### src/rtl/display_pkg.sv
`default_nettype none
// +------------------------------------------------------------------+
// | display_pkg : shared 7-segment patterns and display defaults      |
// | Rev 1.0                                                          |
// +------------------------------------------------------------------+
package display_pkg;

  localparam int DIGITS_DEFAULT      = 4;
  localparam int REFRESH_DIV_DEFAULT = 100000;

  // Active-low cathodes, ordered {g,f,e,d,c,b,a}
  localparam logic [6:0] SEG_0     = 7'b1000000;
  localparam logic [6:0] SEG_1     = 7'b1111001;
  localparam logic [6:0] SEG_2     = 7'b0100100;
  localparam logic [6:0] SEG_3     = 7'b0110000;
  localparam logic [6:0] SEG_4     = 7'b0011001;
  localparam logic [6:0] SEG_5     = 7'b0010010;
  localparam logic [6:0] SEG_6     = 7'b0000010;
  localparam logic [6:0] SEG_7     = 7'b1111000;
  localparam logic [6:0] SEG_8     = 7'b0000000;
  localparam logic [6:0] SEG_9     = 7'b0010000;
  localparam logic [6:0] SEG_BLANK = 7'b1111111;

endpackage
`default_nettype wire

### src/rtl/seg7_decoder.sv
`default_nettype none
// +------------------------------------------------------------------+
// | seg7_decoder : BCD digit plus blank -> active-low segment pattern |
// | Rev 1.0                                                          |
// +------------------------------------------------------------------+
module seg7_decoder
  import display_pkg::*;
(
  input  logic [3:0] bcd,
  input  logic       blank,
  output logic [6:0] seg
);

  always_comb begin
    seg = SEG_BLANK;
    if (!blank) begin
      case (bcd)
        4'd0:    seg = SEG_0;
        4'd1:    seg = SEG_1;
        4'd2:    seg = SEG_2;
        4'd3:    seg = SEG_3;
        4'd4:    seg = SEG_4;
        4'd5:    seg = SEG_5;
        4'd6:    seg = SEG_6;
        4'd7:    seg = SEG_7;
        4'd8:    seg = SEG_8;
        4'd9:    seg = SEG_9;
        default: seg = SEG_BLANK;
      endcase
    end
  end

endmodule
`default_nettype wire

### src/rtl/flag_counter_display.sv
`default_nettype none
// +------------------------------------------------------------------+
// | flag_counter_display : saturating BCD up/down count of sensor     |
// | flag edges, shown on a multiplexed active-low 7-segment display   |
// | Rev 1.0                                                          |
// +------------------------------------------------------------------+
module flag_counter_display
  import display_pkg::*;
#(
  parameter int DIGITS      = DIGITS_DEFAULT,
  parameter int REFRESH_DIV = REFRESH_DIV_DEFAULT
) (
  input  logic                clk,
  input  logic                reset,
  input  logic                count_flag,
  input  logic                dec_flag,
  input  logic                clear,
  output logic [4*DIGITS-1:0] count_bcd,
  output logic                at_zero,
  output logic                at_max,
  output logic [DIGITS-1:0]   an,
  output logic [6:0]          seg
);

  localparam int W      = 4 * DIGITS;
  localparam int SCAN_W = (REFRESH_DIV > 1) ? $clog2(REFRESH_DIV) : 1;
  localparam int IDX_W  = (DIGITS > 1) ? $clog2(DIGITS) : 1;

  logic              count_flag_dly_q, dec_flag_dly_q;
  logic              inc_ev, dec_ev;
  logic [W-1:0]      count_q, count_d, inc_val, dec_val;
  logic              at_zero_q, at_zero_d, at_max_q, at_max_d;
  logic              carry, borrow, all_nines, lead;
  logic [SCAN_W-1:0] scan_q, scan_d;
  logic [IDX_W-1:0]  idx_q, idx_d;
  logic [DIGITS-1:0] an_q, an_d, blank_vec;
  logic [3:0]        sel_bcd;
  logic              sel_blank;
  logic [6:0]        seg_q, seg_dec;

  assign inc_ev = count_flag & ~count_flag_dly_q;
  assign dec_ev = dec_flag & ~dec_flag_dly_q;

  // Ripple carry/borrow across all digits within the cycle
  always_comb begin
    inc_val = count_q;
    dec_val = count_q;
    carry   = 1'b1;
    borrow  = 1'b1;
    for (int i = 0; i < DIGITS; i++) begin
      if (carry) begin
        if (count_q[4*i +: 4] == 4'd9) begin
          inc_val[4*i +: 4] = 4'd0;
        end else begin
          inc_val[4*i +: 4] = count_q[4*i +: 4] + 4'd1;
          carry             = 1'b0;
        end
      end
      if (borrow) begin
        if (count_q[4*i +: 4] == 4'd0) begin
          dec_val[4*i +: 4] = 4'd9;
        end else begin
          dec_val[4*i +: 4] = count_q[4*i +: 4] - 4'd1;
          borrow            = 1'b0;
        end
      end
    end
  end

  always_comb begin
    count_d = count_q;
    if (clear) begin
      count_d = '0;
    end else if (!(inc_ev && dec_ev)) begin
      if (inc_ev && !at_max_q)       count_d = inc_val;
      else if (dec_ev && !at_zero_q) count_d = dec_val;
    end
    all_nines = 1'b1;
    for (int i = 0; i < DIGITS; i++) begin
      all_nines = all_nines && (count_d[4*i +: 4] == 4'd9);
    end
    at_zero_d = (count_d == '0);
    at_max_d  = all_nines;
  end

  always_comb begin
    scan_d = scan_q + SCAN_W'(1);
    idx_d  = idx_q;
    if (scan_q == SCAN_W'(REFRESH_DIV - 1)) begin
      scan_d = '0;
      idx_d  = (idx_q == IDX_W'(DIGITS - 1)) ? '0 : idx_q + IDX_W'(1);
    end
  end

  // A digit is blank when it and every digit above it are zero
  always_comb begin
    blank_vec = '0;
    lead      = 1'b1;
    for (int i = DIGITS - 1; i >= 1; i--) begin
      lead         = lead && (count_q[4*i +: 4] == 4'd0);
      blank_vec[i] = lead;
    end
    sel_bcd   = count_q[3:0];
    sel_blank = 1'b0;
    an_d      = '1;
    for (int i = 0; i < DIGITS; i++) begin
      if (idx_d == IDX_W'(i)) begin
        sel_bcd   = count_q[4*i +: 4];
        sel_blank = blank_vec[i];
        an_d[i]   = 1'b0;
      end
    end
  end

  seg7_decoder u_dec (
    .bcd   (sel_bcd),
    .blank (sel_blank),
    .seg   (seg_dec)
  );

  always_ff @(posedge clk or negedge reset) begin
    if (!reset) begin
      count_flag_dly_q <= 1'b0;
      dec_flag_dly_q   <= 1'b0;
      count_q          <= '0;
      at_zero_q        <= 1'b1;
      at_max_q         <= 1'b0;
      scan_q           <= '0;
      idx_q            <= '0;
      an_q             <= {{(DIGITS-1){1'b1}}, 1'b0};
      seg_q            <= SEG_0;
    end else begin
      count_flag_dly_q <= count_flag;
      dec_flag_dly_q   <= dec_flag;
      count_q          <= count_d;
      at_zero_q        <= at_zero_d;
      at_max_q         <= at_max_d;
      scan_q           <= scan_d;
      idx_q            <= idx_d;
      an_q             <= an_d;
      seg_q            <= seg_dec;
    end
  end

  assign count_bcd = count_q;
  assign at_zero   = at_zero_q;
  assign at_max    = at_max_q;
  assign an        = an_q;
  assign seg       = seg_q;

endmodule
`default_nettype wire

### config.mk
export PLATFORM = sky130hd
export DESIGN_NAME = flag_counter_display
export DESIGN_NICKNAME = d
export VERILOG_FILES = /design/src/rtl/display_pkg.sv /design/src/rtl/seg7_decoder.sv /design/src/rtl/flag_counter_display.sv
export SDC_FILE = /design/constraint.sdc
export NUM_CORES = 1
export LEC_CHECK = 0
export BUFFER_PORTS_ARGS = -buffer_cell sky130_fd_sc_hd__buf_2
export CAP_MARGIN = 20
export CORE_MARGIN = 5
export CORE_UTILIZATION = 35
export DETAILED_ROUTE_END_ITERATION = 16
export PLACE_DENSITY = 0.59
export SYNTH_ARGS = -nofsm -noshare
export SYNTH_HDL_FRONTEND = slang
export SYNTH_SLANG_ARGS = --single-unit
### constraint.sdc
create_clock -name clk -period 3 [get_ports clk]
set_clock_uncertainty 0.15 [all_clocks]
set_input_delay 0 -clock clk [delete_from_list [all_inputs] [get_ports clk]]
set_output_delay 0 -clock clk [all_outputs]
set_load 0.01 [all_outputs]
## After elaboration in Yosys (flattened, before gate mapping)

Memory sizes are Yosys's and may differ from the RTL's.
Cells that the tools add are included.

| operators by class | value |
|---|---|
| add/sub/neg operators | 10 |
| eq/ne operators | 13 |
| mux-type cells | 42 |
| bitwise logic cells | 4 |
| reductions and logical operators | 16 |

Operators by type and width:

| kind | count |
|---|---|
| two-way mux 4 bit | 17 |
| two-way mux 16 bit | 4 |
| == test 4 bit, second input constant | 8 |
| adder 17 x 1 -> 17 bit, second input constant | 1 |
| == test 17 bit, second input constant | 1 |
| two-way mux 1 bit | 17 |
| two-way mux 17 bit | 1 |
| adder 4 x 1 -> 4 bit, second input constant | 4 |
| logical NOT 16 bit | 1 |
| logical NOT 4 bit | 4 |
| subtractor 4 x 1 -> 4 bit, second input constant | 4 |
| logical AND 1 bit | 8 |
| two-way mux 7 bit | 1 |
| == test 2 bit, second input constant | 3 |
| two-way mux 2 bit | 2 |
| adder 2 x 1 -> 2 bit, second input constant | 1 |
| AND 1 bit | 2 |
| == test 2 x 1 -> 1 bit, second input constant | 1 |
| logical NOT 1 bit | 2 |
| logical NOT 2 bit | 1 |
| inverter 1 bit | 2 |

| storage, ports and cells | value |
|---|---|
| register bits after elaboration | 50 |
| bits in read-only memories | 112 |
| input bits | 5 |
| output and inout bits | 29 |
| memories | 1 |

Memories:

| name | depth | width | read ports | clocked after Yosys merged registers in | wr ports | line | RTL |
|---|---|---|---|---|---|---|---|
| (no name shown) | 16 | 7 | 1 | 0 | 0 | seg7_decoder.sv:17 | `case (bcd)` |

## Depth between registers and ports, before layout

Gate-level depths: netlist of run 1.

| logic depth | value |
|---|---|
| depth in word-level cells | 13 |
| gate-level depth with buffers | 11 |

## Cells and area by module

Synthesis of run 1 repeated with hierarchy kept, for this count alone.

| second synthesis, totals | value |
|---|---|
| cells, all modules | 379 |
| area, all modules | 3,365.7 sq um |

By module, submodules not included:

| module | times used | cells an instance | area each (sq um) | seq. area each (sq um) |
|---|---|---|---|---|
| flag_counter_display | 1 | 346 | 3,130.5 | 1,257.5 |
| seg7_decoder | 1 | 33 | 235.2 | 0.0 |

## Worst setup path before layout of run 1

Ideal clock, no wire load.

| path | value |
|---|---|
| kind | register to register |
| start | register scan_q[0] |
| end | register seg_q[3], in the netlist seg[3] |
| arrival | 2,316 ps |
| data required time | 2,699 ps |
| slack | 384 ps |
| cell stages (with the launch flop) | 11 |
| path through | dfrtp_1 > ha_1 > and4_4 > and4_4 > buf_8 > mux2i_1 > buf_6 > mux2i_1 > nor2_4 > a21oi_2 > o221ai_1 |

| on the way | value |
|---|---|
| word-level cells in the longest chain between the ends | 8 |

Ends and longest elaborated chain:

| element | line | RTL |
|---|---|---|
| from (decl) | flag_counter_display.sv:34 | `logic [SCAN_W-1:0] scan_q, scan_d;` |
| from (signal assigned) | flag_counter_display.sv:138 | `scan_q <= scan_d;` |
| == test 17 bit * | flag_counter_display.sv:89 | `if (scan_q == SCAN_W'(REFRESH_DIV - 1)) begin` |
| two-way mux 2 bit * | flag_counter_display.sv:89 |  |
| == test 2 x 1 -> 1 bit | flag_counter_display.sv:107 | `if (idx_d == IDX_W'(i)) begin` |
| two-way mux 4 bit (3 in a row) | flag_counter_display.sv:107 |  |
| memory (16 x 7 bit) | -- |  |
| two-way mux 7 bit * | seg7_decoder.sv:16 | `if (!blank) begin` |
| via seg_dec[3] | flag_counter_display.sv:39 | `logic [6:0] seg_q, seg_dec;` |
| to (signal assigned) | flag_counter_display.sv:141 | `seg_q <= seg_dec;` |
| to (decl) | flag_counter_display.sv:39 |  |

The timed path passes the listed nets; every way through them passes the cells marked *.

## Final worst setup path of run 1

| path | value |
|---|---|
| start | register count_q[4], in the netlist count_bcd[4] |
| end | register at_max_q, in the netlist at_max |

| on the way | value |
|---|---|
| word-level cells in the longest chain between the ends | 11 |

Ends and longest elaborated chain:

| element | line | RTL |
|---|---|---|
| from (decl) | flag_counter_display.sv:31 | `logic [W-1:0] count_q, count_d, inc_val, dec_val;` |
| from (signal assigned) | flag_counter_display.sv:135 | `count_q <= count_d;` |
| logical NOT 4 bit | flag_counter_display.sv:60 | `if (count_q[4*i +: 4] == 4'd0) begin` |
| two-way mux 1 bit | flag_counter_display.sv:60 |  |
| two-way mux 1 bit (2 in a row) | flag_counter_display.sv:59 | `if (borrow) begin` |
| two-way mux 4 bit | flag_counter_display.sv:59 |  |
| two-way mux 16 bit | flag_counter_display.sv:76 | `else if (dec_ev && !at_zero_q) count_d = dec_val;` |
| two-way mux 16 bit * | flag_counter_display.sv:75 | `if (inc_ev && !at_max_q) count_d = inc_val;` |
| two-way mux 16 bit * | flag_counter_display.sv:74 | `end else if (!(inc_ev && dec_ev)) begin` |
| two-way mux 16 bit * | flag_counter_display.sv:72 | `if (clear) begin` |
| via count_d[13] | flag_counter_display.sv:31 |  |
| == test 4 bit * | flag_counter_display.sv:80 | `all_nines = all_nines && (count_d[4*i +: 4] == 4'd9);` |
| logical AND 1 bit * | flag_counter_display.sv:80 |  |
| via all_nines | flag_counter_display.sv:33 | `logic carry, borrow, all_nines, lead;` |
| to (signal assigned) | flag_counter_display.sv:137 | `at_max_q <= at_max_d;` |
| to (decl) | flag_counter_display.sv:32 | `logic at_zero_q, at_zero_d, at_max_q, at_max_d;` |

Marks and branches as above.

==> run metrics, run 1 <==
Peak VDD IR=0.000210 V; clock sinks=50; num rows=36; IO Pins=34; vias per inst=5.42; CP required=3.10 ns; max-cap viol count=0; top_reg_cell synth=dfrtp_1; kind of critical path=reg -> reg; post-synthesis cell count=384; cell family with the largest share of critical-path delay=simple AND/OR/NAND/NOR gates; RSZ-0062 raised after global routing=true; Synth Register Bits=50; Pre-antenna DRT Iters=4; leakage=approximately 1.9 nW; synth cell count leaders=45 x dfrtp_1, 40 x nor2_1, 33 x nand2_1; Slew headroom=0.598; diode count=0; Fill cells=996; Die H=110 um; final number of setup-violating endpoints=0; remaining global-route overflow=0; number of global-route vias before repair=3006; Max stage delay on crit path=slightly below 0.5 ns; initial antenna violation count=0; crit path from=count_bcd[4]$_DFF_PN0_; fmax=between 0.3 and 0.4 GHz; Mapped Nets=403; DRC viols=0; critical path endpoint category=register; Startpoint Class=register; period utilization=0.949; clock buffer depth=2; post-DP HPWL=6740 um; most numerous cell in the Yosys netlist=dfrtp_1; non-filler instance count after layout=564; Cells after DPL=550; H-tree depth=2; Clk pin slew, worst setup/hold paths=0.10 ns; worst skew pair latency=0.31 ns; Cell variety after synth=66; first-pass GRT wire length=between 15000 and 20000 um; Total Routing Usage GR=0.159; core area=0.00977 mm2; Worst-Margin Slew=~0.60 ns; share of layout cells above drive strength 1=0.230; Synth Cell Area=0.00349 mm2; syn avg cell area=9.10 um2; Hold WC Path Type=in -> async; EDFF count, synth=0; CTS buffer count=5; Seq/Total Area, Yosys=0.360; largest net degree at the start of global routing=29; Arrival @ worst endpoint=~2.9 ns; Yosys top cell area share=0.322; initial DRC count=220; Overall Power=0.00176 W; Worst Path Max Fanout=9; Nets=449; Final Core Density=0.417; Worst R2R Start=count_bcd[4]$_DFF_PN0_; chip width=110 um; Final Slew Violations=0; status=complete, no violations; multi-input logic area=0.00210 mm2; crit path time final=~2.8 ns; worst-path cell chain=inv_1 > ha_1 > nor3b_4 > nand4_4 > mux2i_2 > a211oi_1 > a21o_1 > nor4_1 > and4bb_1 > and4_1; number of buffers added on ports=33; CTS tree=yes; Root Driver=clkbuf_8; FF/Latch Area=~0.0013 mm2; Post-synth ARST share=1.00; slowest CP cell=dfrtp_2; Initial Util=0.358; Fin. Hold Viols=0; PwrDens=around 430 mW/mm2; Post-DRT Antenna Nets=0; area leader, netlist=dfrtp_1; Area Overhead vs Synth=16.8%; Yosys warnings=0; most area-consuming cells after synthesis=dfrtp_1 32%, ha_1 5.0%, nor2_1 4.3%, dfstp_2 3.8%, a21oi_1 3.7%; GP Congestion=0.905; die area=0.0121 mm2; Buffers & Inverters on Critical Path=1; Vias=3059; Routed WL=9160 um; Routed WL per cell=16.2 um
-- layer usage --
metal  global-route usage  vias to the layer above  routed length [um]
li1                     -                     1484                   -
met1                0.219                     1471                4240
met2                0.254                       93                4310
met3               0.0311                       11                 490
met4               0.0427                        0                 118
met5                    0                        -                   0
-- layout make-up --
cell class              count  area share
repair buffers             57      0.0902
inverters                  18      0.0166
clock buffers               5      0.0169
well taps                 133      0.0408
clock inverters             3      0.0120
multi-input cells         298       0.515
flip-flops and latches     50       0.308
-- flip-flops by register name, indices dropped and copies added (netlist names) --
signal,cells
idx_q,2
an,4
dec_flag_dly_q,1
scan_q,17
seg,7
at_zero,1
count_flag_dly_q,1
at_max,1
count_bcd,16
-- through the flow --
stage	setup TNS [ns]	hold slack (ns)	instance area, um2	worst slack, ns
after global placement	-0.00708	-0.100	3870	-0.00708
after detailed placement	0	-0.0939	3870	0.0290
final	0	0.0709	4080	0.154
after global routing	-0.00481	0.129	4080	-0.00481
after CTS	0	0.0900	4030	0.00653
after floorplan	0	-0.446	3490	0.384
-- power by group --
part	leakage, nW	internal [W]	switching [W]
Sequential	0.649	0.000716	0.0000516
Clock	0.0563	0.000255	0.000254
Combinational	1.20	0.000199	0.000282
-- cells by family after synthesis --
| group | share of synthesized area |
|---|---|
| and+or+nand+nor | 0.264 |
| buffers and inverters | 0.0480 |
| DFF | 0.360 |
| muxes | 0.0734 |
| AOI/OAI and AO/OA | 0.164 |
| adders and majority gates | 0.0501 |
| xor gates and xnor gates | 0.0401 |
-- worst register-to-register path, cell delays in order (launching register included) --
cell and delay (ns):
dfrtp_2 0.49, inv_1 0.11, ha_1 0.21, nor3b_4 0.37, nand4_4 0.18, mux2i_2 0.21, a211oi_1 0.10, a21o_1 0.19
nor4_1 0.33, and4bb_1 0.25, and4_1 0.20
-- final timing paths --
path / cells past startpoint / slack (ns) / endpoint
max: 10 / 0.15 / at_max$_DFF_PN0_
min: 2 / 0.07 / scan_q[12]$_DFF_PN0_
max in group asynchronous: 3 / 1.82 / at_zero$_DFF_PN1_
min in group clk: 2 / 0.23 / count_flag_dly_q$_DFF_PN0_
max reg2reg: 10 / 0.15 / at_max$_DFF_PN0_
min reg2reg: 1 / 0.37 / scan_q[4]$_DFF_PN0_
-- cells in the final DEF (no fill, tap or decap), types with 4 or more instances in the layout --
cell	instances
inv_1	18
o211ai_1	5
a211oi_1	4
a21o_1	4
nand2_1	33
dlygate4sd3_1	4
a21oi_1	26
clkbuf_8	5
o21ai_0	17
nor3_1	8
and2_1	7
dfstp_2	5
ha_1	14
o22ai_1	4
o21ai_1	6
xor2_1	7
mux2i_2	4
dfrtp_1	44
buf_2	33
xnor2_1	9
nand3_1	20
mux2i_1	10
and4_1	5
nor2_1	40
a31oi_1	4
buf_4	19
-- repair_timing --
action | in CTS | in global routing
hold buffers | 4 | 0
endpoints found under the hold margin | 34 | 0
setup endpoints to repair | 0 | 4
buffers inserted | 0 | 2
gates resized for setup | 0 | 7
Power figures use the tool's default switching activity.
==> inputs of run 2 (changes only) <==
--- a/config.mk
+++ b/config.mk
@@ -11,6 +11,7 @@
 export CORE_UTILIZATION = 35
 export DETAILED_ROUTE_END_ITERATION = 16
 export PLACE_DENSITY = 0.59
+export REMOVE_ABC_BUFFERS = 1
 export SYNTH_ARGS = -nofsm -noshare
 export SYNTH_HDL_FRONTEND = slang
 export SYNTH_SLANG_ARGS = --single-unit
==> run 2 against run 1 <==
Cell count up 0.35%. Core utilization down 0.10 points. Final area down 0.25%. Count of clock-buffer cells in the layout up 1. Global-route usage down 0.44 points. Sequential share of layout area up 0.076 points. Clock power down 14%. Critical path type unchanged. Critical endpoint is now at_zero$_DFF_PN1_. Largest power group unchanged.
==> run metrics, run 2 (synthesized netlist as in run 1, its figures left out) <==
most common cell after layout, fill and taps aside=dfrtp_1; Worst Path Max Fanout=8 (-1); Final Slew Violations=0 (unchanged); Nets=451 (+0.45%); initial antenna violation count=0 (unchanged); CP required=3.11 ns (about the same); kind of critical path=reg -> reg; status=complete, no violations; leakage=1.92 nW (+1.2%); Place WS=0.0759 ns (+0.0469 ns); diode count=0 (unchanged); Root Driver=clkbuf_8; met3 GRT Util=0.0305 (-0.000587); Global Route met1 Usage=0.209 (-0.0105); Worst-Margin Slew=0.758 ns (+0.155 ns); most frequent cells in the layout=44 x dfrtp_1, 40 x nor2_1, 33 x nand2_1, 33 x buf_2, 26 x a21oi_1; Slew headroom=0.495 (-0.104); crit path time final=2.84 ns (-0.0101 ns); RSZ-0062 raised after global routing=false; clock buffer depth=2 (unchanged); number of global-route vias before repair=2796 (-7.0%); Vias=3102 (+1.4%); Total Routing Usage GR=0.155 (-0.00437); Fin Setup TNS=0 ns (unchanged); die area=0.0121 mm2 (unchanged); Clk pin slew, worst setup/hold paths=0.10 ns (about the same); core area=0.00977 mm2 (unchanged); clock share of power=0.257 (-0.033); GP Congestion=0.900 (-0.51%); PwrDens=419 mW/mm2 (-2.6%); Pre-antenna DRT Iters=5 (+1); Most Used Layer, Global Route=met2; Fin. Hold Viols=0 (unchanged); max FFs per register=17 (unchanged); Logic pwr share=0.295 (+0.021); initial DRC count=178 (-19%); Area Overhead vs Synth=16.5%; H-tree depth=2 (unchanged); Routed WL per cell=16.2 um (-0.16%); fmax=0.353 GHz (+0.36%); Initial Util=0.358 (unchanged); IO Pins=34 (unchanged); largest net degree at the start of global routing=32 (+10%); Arrival @ worst endpoint=2.95 ns (about the same); Die H=110 um (unchanged); vias per inst=5.48 (+1.0%); worst skew pair latency=0.31 ns (about the same); Pint=0.00112 W (-4.4%); Routed WL=9180 um (+0.20%); CTS buffer count=5 (unchanged); DRC viols=0 (unchanged); first-pass GRT wire length=14700 um (-4.3%); number of buffers added on ports=33 (unchanged); r2r setup slk=0.16 ns (about the same); max-cap viol count=0 (unchanged); CTS tree=yes; num rows=36 (unchanged); design area=0.00407 mm2 (-0.25%); Cell Area, Placed=0.00385 mm2 (-0.52%); met2 Use GR=0.245 (-0.00953); remaining global-route overflow=0 (unchanged); period utilization=0.945 (-0.00337); Seq pwr share=0.448 (+0.011); clock sinks=50 (unchanged); post-DP HPWL=6790 um (+0.71%); Startpoint Class=register; Hold WC Path Type=in -> async; Sw Pwr=0.000588 W (+0.12%); Sw Ratio=0.345 (+0.0103); Peak VDD IR=0.000182 V (-13%); WHS=0.138 ns (+0.0675 ns); Post-DRT Antenna Nets=0 (unchanged); chip width=110 um (unchanged); Overall Power=0.00171 W (-2.9%); Largest Register=scan_q; critical path endpoint category=register; share of layout cells above drive strength 1=0.229 (-0.00106); setup ws final=0.165 ns (+0.0101 ns); final number of setup-violating endpoints=0 (unchanged)
==> run 2: path summary, 6_finish.rpt <==
path | from | to | depth (start not counted)
worst max-delay path | count_bcd[0]$_DFF_PN0_ | at_zero$_DFF_PN1_ | 10
worst min-delay path | reset | scan_q[7]$_DFF_PN0_ | 2
worst max register to register | count_bcd[0]$_DFF_PN0_ | at_zero$_DFF_PN1_ | 10
worst min register to register | scan_q[0]$_DFF_PN0_ | scan_q[0]$_DFF_PN0_ | 1
max in group asynchronous | reset | an[2]$_DFF_PN1_ | 3
min in group clk | count_flag | count_flag_dly_q$_DFF_PN0_ | 2
==> run 2: power by group through the flow <==
stage	clock [W]	sequential (W)	combinational (W)
finish	0.000439	0.000765	0.000503
global route	0.000485	0.000772	0.000552
CTS	0.000457	0.000763	0.000471
detailed placement	0	0.000776	0.000464
global placement	0	0.000775	0.000462
floorplan	0	0.000795	0.000272
==> run 2: routing by layer <==
layer	vias to the layer above	wire length (um)
met2	109	4240
met1	1482	4110
met3	21	607
met5	-	0
met4	0	216
li1	1490	-
==> run 2: critical path, stage by stage (launching register included) <==
cell and delay, ns:
dfrtp_1 0.49, inv_1 0.14, ha_1 0.25, nor3b_4 0.31
and2_2 0.27, nand2_1 0.12, o41ai_1 0.32, o32ai_1 0.14
nor2_1 0.15, and4bb_1 0.23, and4bb_1 0.21
==> run 2: repair_timing <==
action                                 CTS  global route
hold buffers                             4             0
endpoints found under the hold margin   36             0
gates resized for setup                  0             6
setup buffers                            0             5
setup endpoints to repair                0             7
==> run 2: final cells by class <==
cell class	instances	area, um2
flip-flops and latches	50	1260
inverters	18	67.6
fillers	995	5700
multi-input cells	298	2100
clock buffers	6	82.6
well taps	133	166
clock inverters	2	16.3
repair buffers	59	383
==> run 2: per-stage QoR <==
stage,utilization,cells
after global routing,0.416,566
after detailed placement,0.394,549
final,0.416,566
after floorplan,-,366
after CTS,0.408,561
after global placement,0.394,549
==> inputs of run 3 (changes only) <==
--- a/config.mk
+++ b/config.mk
@@ -7,10 +7,12 @@
 export LEC_CHECK = 0
 export BUFFER_PORTS_ARGS = -buffer_cell sky130_fd_sc_hd__buf_2
 export CAP_MARGIN = 20
+export CELL_PAD_IN_SITES_DETAIL_PLACEMENT = 0
+export CELL_PAD_IN_SITES_GLOBAL_PLACEMENT = 1
 export CORE_MARGIN = 5
 export CORE_UTILIZATION = 35
 export DETAILED_ROUTE_END_ITERATION = 16
-export PLACE_DENSITY = 0.59
+export PLACE_DENSITY = 0.71
 export REMOVE_ABC_BUFFERS = 1
 export SYNTH_ARGS = -nofsm -noshare
 export SYNTH_HDL_FRONTEND = slang
==> run 3 against run 2 <==
Count of clock-buffer cells in the layout is 1 lower. Clock power rose by 20%. Combinational power hardly changed. Cell count is 0.35% lower. Largest cell class unchanged.
==> run metrics, run 3 (synthesized netlist as in run 1, its figures left out) <==
critical path endpoint category=register; Die H=110 um (unchanged); Final Slew Violations=0 (unchanged); IO Pins=34 (unchanged); status=complete, no violations; GP Congestion=0.901 (about the same); first-pass GRT wire length=15400 um (+4.7%); clock buffer depth=2 (unchanged); post-DP HPWL=6820 um (+0.43%); cell family with the largest share of critical-path delay=multiplexers; CP required=3.01 ns (-0.10 ns); design area=0.00410 mm2 (+0.83%); crit path from=scan_q[0]$_DFF_PN0_; Startpoint Class=register; CTS buffer count=5 (unchanged); H-tree depth=2 (unchanged); Largest Register=scan_q; max-cap viol count=0 (unchanged); slowest CP cell=mux2i_1; Peak VDD IR=0.000269 V (+48%); Place WS=0.0963 ns (+0.0204 ns); Clk pin slew, worst setup/hold paths=0.12 ns (+0.02 ns); core area=0.00977 mm2 (unchanged); Nets=449 (-0.44%); Routed WL per cell=16.9 um (+4.0%); period utilization=0.947 (+0.00148); Arrival @ worst endpoint=2.85 ns (-0.10 ns); most frequent cells in the layout=44 x dfrtp_1, 40 x nor2_1, 33 x nand2_1, 33 x buf_2, 26 x a21oi_1; Worst-Margin Slew=0.860 ns (+0.102 ns); Worst Path Max Fanout=11 (+3); most common cell after layout, fill and taps aside=dfrtp_1; share of layout cells above drive strength 1=0.232 (+0.00338); Worst R2R Start=scan_q[0]$_DFF_PN0_; crit path time final=2.84 ns (+0.00444 ns); number of buffers added on ports=33 (unchanged); PwrDens=436 mW/mm2 (+4.0%); fmax=0.352 GHz (-0.16%); Initial Util=0.358 (unchanged); Area Overhead vs Synth=17.4%; diode count=0 (unchanged); kind of critical path=reg -> reg; largest net degree at the start of global routing=35 (+9.4%); DRC viols=0 (unchanged); WHS=0.168 ns (+0.0300 ns); Routed WL=9510 um (+3.6%); Post-DRT Antenna Nets=0 (unchanged); clock sinks=50 (unchanged); Stages on worst setup path=10 (unchanged); Fin. Hold Viols=0 (unchanged); r2r setup slk=0.16 ns (about the same); number of global-route vias before repair=3051 (+9.1%); leakage=1.92 nW (about the same); Max stage delay on crit path=0.44 ns (-0.05 ns); FF/Latch Area=0.00126 mm2 (unchanged); multi-input logic area=0.00211 mm2 (+0.84%); Hold WC Path Type=in -> async; initial DRC count=196 (+10%); worst skew pair latency=0.32 ns (about the same); Vias=3099 (-0.097%); CTS tree=yes; reg-to-reg endpoint=seg[3]$_DFF_PN0_; final number of setup-violating endpoints=0 (unchanged); Fill cells=975 (-2.0%); initial antenna violation count=0 (unchanged); Cell Area, Placed=0.00387 mm2 (+0.52%); Total Routing Usage GR=0.163 (+0.00800); Root Driver=clkbuf_8; num rows=36 (unchanged); chip width=110 um (unchanged); worst-path cell chain=ha_1 > and4_4 > and4_4 > buf_4 > mux2i_1 > buf_4 > mux2i_1 > nor2_4 > a21oi_2 > o221ai_1; setup ws final=0.160 ns (-0.00444 ns); die area=0.0121 mm2 (unchanged); vias per inst=5.49 (+0.26%); Pre-antenna DRT Iters=5 (unchanged); Worst R2R Path Depth=10 (unchanged); CP endpoint=seg[3]$_DFF_PN0_; remaining global-route overflow=0 (unchanged); max FFs per register=17 (unchanged); Buffers & Inverters on Critical Path=2 (+1); Slew headroom=0.427 (-0.0679)
[run 3: layout make-up]
cell class,instances,share of cell area
repair buffers,57,0.0927
inverters,18,0.0165
well taps,133,0.0405
clock buffers,5,0.0168
multi-input cells,298,0.515
flip-flops and latches,50,0.307
clock inverters,3,0.0119
[run 3: power by group]
group	leakage [nW]	internal [W]	switching, W
Combinational	1.22	0.000209	0.000292
Clock	0.0563	0.000255	0.000271
Sequential	0.649	0.000716	0.0000485
Total	1.92	0.00118	0.000611
[run 3: routing by layer]
metal  part of all wire  up-vias  global-route usage
li1                   -     1481                   -
met1               0.47     1509               0.223
met2               0.47       96               0.263
met3              0.050       13              0.0264
met4              0.014        0              0.0490
met5                  0        -                   0
[run 3: per-stage QoR]
stage	cells	setup TNS, ns	total power (W)	utilization
after CTS	562	0	0.00178	0.412
final	564	0	0.00179	0.420
after detailed placement	550	0	0.00125	0.396
after global placement	550	0	0.00125	0.396
after floorplan	366	-0.686	0.00107	-
after global routing	564	-0.0359	0.00189	0.420
[run 3: repair_timing]
item	CTS	global route
endpoints found under the hold margin	37	0
hold buffers	4	0
setup endpoints to repair	0	4
buffers inserted	0	2
gates resized for setup	0	8
[run 3: worst min path at each step]
stage                     startpoint                         end  slack, ns
after floorplan                reset             an[0]$_DFF_PN0_      -0.45
after global placement         reset         scan_q[7]$_DFF_PN0_     0.0002
after detailed placement       reset         scan_q[5]$_DFF_PN0_      0.009
after CTS                      reset      count_bcd[2]$_DFF_PN0_       0.20
after global routing      count_flag  count_flag_dly_q$_DFF_PN0_       0.23
final                          reset      count_bcd[9]$_DFF_PN0_       0.17
